File: src/rtl/seq_detector.sv
// Serial 10110 pattern detector (Mealy FSM) with a registered hit pulse,
// a saturating hit counter and a 5-bit sampled-bit history for the LEDs.
module seq_detector #(
  parameter int CNT_W   = 8,
  parameter int OVERLAP = 1
) (
  input  logic             clk,
  input  logic             rst_n,
  input  logic             bit_in,
  input  logic             bit_vld,
  input  logic             clr,
  output logic             det_pulse,
  output logic [CNT_W-1:0] det_cnt,
  output logic             cnt_sat,
  output logic [2:0]       state,
  output logic [4:0]       Led
);

  localparam logic [2:0] IDLE = 3'd0;
  localparam logic [2:0] S1   = 3'd1;
  localparam logic [2:0] S2   = 3'd2;
  localparam logic [2:0] S3   = 3'd3;
  localparam logic [2:0] S4   = 3'd4;
  localparam logic [2:0] RESUME = (OVERLAP != 0) ? S2 : IDLE;

  logic [2:0]       state_q, state_d;
  logic [CNT_W-1:0] cnt_q, cnt_d;
  logic [4:0]       led_q, led_d;
  logic             pulse_q, pulse_d;
  logic             hit;

  always_ff @(posedge clk or negedge rst_n) begin
    if (!rst_n) begin
      state_q <= IDLE;
      cnt_q   <= '0;
      led_q   <= '0;
      pulse_q <= 1'b0;
    end else if (clr) begin
      state_q <= IDLE;
      cnt_q   <= '0;
      led_q   <= '0;
      pulse_q <= 1'b0;
    end else begin
      state_q <= state_d;
      cnt_q   <= cnt_d;
      led_q   <= led_d;
      pulse_q <= pulse_d;
    end
  end

  // Unencoded states (5..7) fall back to IDLE on the next sampled bit.
  always_comb begin
    state_d = state_q;
    if (bit_vld) begin
      case (state_q)
        IDLE:    state_d = bit_in ? S1 : IDLE;
        S1:      state_d = bit_in ? S1 : S2;
        S2:      state_d = bit_in ? S3 : IDLE;
        S3:      state_d = bit_in ? S4 : S2;
        S4:      state_d = bit_in ? S1 : RESUME;
        default: state_d = IDLE;
      endcase
    end
  end

  always_comb begin
    hit     = bit_vld && (state_q == S4) && !bit_in;
    pulse_d = hit;
    cnt_d   = cnt_q;
    if (hit && !(&cnt_q))
      cnt_d = cnt_q + 1'b1;
    led_d   = bit_vld ? {led_q[3:0], bit_in} : led_q;
  end

  assign det_pulse = pulse_q;
  assign det_cnt   = cnt_q;
  assign cnt_sat   = &cnt_q;
  assign state     = state_q;
  assign Led       = led_q;

endmodule
File: config.mk
export PLATFORM = sky130hd
export DESIGN_NAME = seq_detector
export DESIGN_NICKNAME = d
export VERILOG_FILES = /design/src/rtl/seq_detector.sv
export SDC_FILE = /design/constraint.sdc
export NUM_CORES = 1
export LEC_CHECK = 0
export CORE_AREA = 8 8 53 55
export DETAILED_ROUTE_END_ITERATION = 6
export DIE_AREA = 0 0 61 63
export PLACE_DENSITY = 0.75
export SETUP_SLACK_MARGIN = 0.3
export SYNTH_ARGS = -nofsm -noshare
export SYNTH_HDL_FRONTEND = slang
export SYNTH_SLANG_ARGS = --single-unit
export TNS_END_PERCENT = 1
File: constraint.sdc
create_clock -name clk -period 1.76 [get_ports clk]
set_input_delay 0.176 -clock clk [delete_from_list [all_inputs] [get_ports clk]]
set_output_delay 0.176 -clock clk [all_outputs]
set_load 0.05 [all_outputs]
==> impl_results.md <==
* Power Total at 673.8 uW
* Post-CTS setup buffer count at 0
* Leak at 0.5478 nW
* Placed cells at 135
* Period utilization at 94.73%
* Synth async-reset ratio at 100.0%
* Pwr dens at 551.8 mW/mm^2
* Slew Limit Headroom at 65.95%
* Yosys top cell by area: dfrtp_1
* Cts bufs inserted at 3
* Number of diodes at 0
* DR DRC count at 0
* GP Congestion at 0.8179
* DIE WIDTH at 61 um
* Crit Path Max Fanout at 5
* Unique masters post-synth at 30
* Register area share after synthesis at 47.69%
* Family with the most delay on the worst path: buffers and inverters
* Yosys top cell area share at 47.69%
* Simple-Gate Fraction of Synth Area at 24.82%
* Fin. Hold Viols at 0
* Clock latency at the later pin of the worst-skew pair at 280 ps
* Most common cell after layout, fill and taps aside: clkdlybuf4s50_1
* CP max stage cell: clkdlybuf4s50_1
* Vias/cell at 5.295
* Post-Syn Area per Cell at 10.37 sq um
* Post-Synthesis Cells at 86
* Pins Over Slew Limit at 0
* TritonCTS clock tree: done
* Post-synthesis compound-gate area fraction at 13.88%
* Worst hold margin at 209.3 ps
* Die area at 0.003843 sq mm
* Max Cap Viol at 0
* Hold Buf Count CTS at 0
* Initial Util at 43.24%
* Synthesized flop and latch total at 17
* FILL cells at 185
* Synth area leaders: dfrtp_1, mux2i_1, nor2_1, a21oi_1, a311oi_1
* Fmax at 599.8 MHz
* Req. time, crit path at 1580 ps
* Final setup TNS at 0 ps
* Largest family of logic cells by synthesized area: simple AND/OR/NAND/NOR gates
* RSZ-0062 raised after global routing: yes
* Area share of xor/xnor cells in the synthesized design at 0%
* WP depth at 1
* Post-DP HPWL at 1.534 mm
* Worst setup SP type: flip-flop
* H-tree lvl count at 1
* Syn Nets at 92
* Layout Cells excl Fill at 139
* Die Y-Extent at 63 um
* CTS Buffer Depth at 2
* Worst Path Arrival at 1490 ps
* Post-synthesis mux area share at 9.116%
* Row cnt at 17
* Period minus WS final at 1667 ps
* Largest net degree at the start of global routing at 18
* Antenna Nets Post-Route at 0
* Endpoints failing setup at 0
* Worst path max stage delay at 810 ps
* CP Capture Type: output pin
* Nets@finish at 118
* Core area at 0.002063 sq mm
* Clock Skew at 3.348 ps
* CP bufs+invs at 1
* Via count at 736
* CTS root buf: clkbuf_4
* Synth warnings at 0
* Share of cells above drive strength 1 at 32.43%
* Port-buffer cells at 22
* Adder-Cell Fraction of Synth Area at 1.403%
* Drt first pass iters at 4
* Area grow syn2layout at 36.89%
* Most frequent cells in the layout: clkdlybuf4s50_1, nor2_1, dfrtp_2, buf_4
* Cell area after synthesis at 892.1 sq um
* Crit path cell chain: clkdlybuf4s50_1
* CTS sink cnt at 17
* Hold Path Class: in2async
* DRT Wirelength at 2.001 mm
* Initial antenna violation count at 0
* Worst slew pin tran at 509.2 ps
* IR drop worst, VDD at 0.4966 mV
* GRT overflow at 0
* Drt initial violations at 15
* Synth Flop Type: dfrtp_1
* Gr usage total at 11.20%
* First-pass GRT wire length at 3.346 mm
* Status: completed
* Post-synth EDFFs at 0
* Worst Setup Path Type: reg2out
* Cell depth of the worst flop-to-flop path at 4
* DR WL/cell at 14.40 um
* Clock transition at path regs at 90 ps
* Vias in the first global route at 735
* Ports at 23
sequential cells by signal, indices dropped and copies added, names as in the netlist:
| signal | cells |
|---|---|
| det_pulse | 1 |
| det_cnt | 8 |
| Led | 5 |
| state | 3 |
cell type report:
cell class | instances | area (sq um) | share of cell area (%)
clock buffer | 4 | 26.28 | 2.152
tap | 28 | 35.03 | 2.869
sequential | 17 | 437.9 | 35.86
multi-input combinational | 65 | 483.0 | 39.55
timing repair buffer | 25 | 239.0 | 19.57
path summary, 6_finish.rpt:
check                           start          to  slack [ps]
max in group asynchronous       rst_n    state[2]        1340
hold reg to reg                Led[4]      Led[4]         540
setup reg to reg             state[0]  det_cnt[0]         300
min in group clk               Led[4]      Led[4]         540
setup / recovery           det_cnt[2]  det_cnt[2]          90
hold / removal                  rst_n    state[0]         210
cells in the mapped netlist, types with 2 or more instances:
cell,count
o21ai_0,3
nand2_1,4
a311oi_1,3
nand2b_1,4
nor2b_1,3
a31oi_1,4
a21oi_1,6
and3_1,2
and2_1,2
dfrtp_1,17
nor2_1,13
mux2i_1,7
metal layers:
metal	wire length (um)	global-route usage [%]	vias to the layer above
met5	0	0	-
met4	21	5.248	0
met3	65	2.675	2
met2	1037	18.39	12
met1	876	12.95	363
li1	-	-	359
report_power, final:
group	leakage (nW)	internal (mW)	switching (mW)
Sequential	0.219	0.395	0.00614
Clock	0.0150	0.0878	0.111
Combinational	0.313	0.0298	0.0447
Total	0.548	0.512	0.161
cell families after synthesis:
family | after synthesis
simple gates | 37
buf+inv | 4
fa+ha+maj | 1
mux | 8
compound gates | 19
flops | 17
timing repair:
item,in CTS,in global routing
endpoints found under the setup margin,13,17
resized for setup,1,1
gates cloned,0,0
per-stage QoR:
step | worst slack (ps) | util (%) | instance area, sq um
3_3_place_gp | 221.5 | 57.85 | 1194
6_report | 92.79 | 59.19 | 1221
3_5_place_dp | 175.8 | 57.85 | 1194
4_1_cts | 50.03 | 59.07 | 1219
2_1_floorplan | 247.8 | - | 948.4
5_1_grt | 42.69 | 59.19 | 1221
No activity file was read; power rests on OpenSTA's default activity.
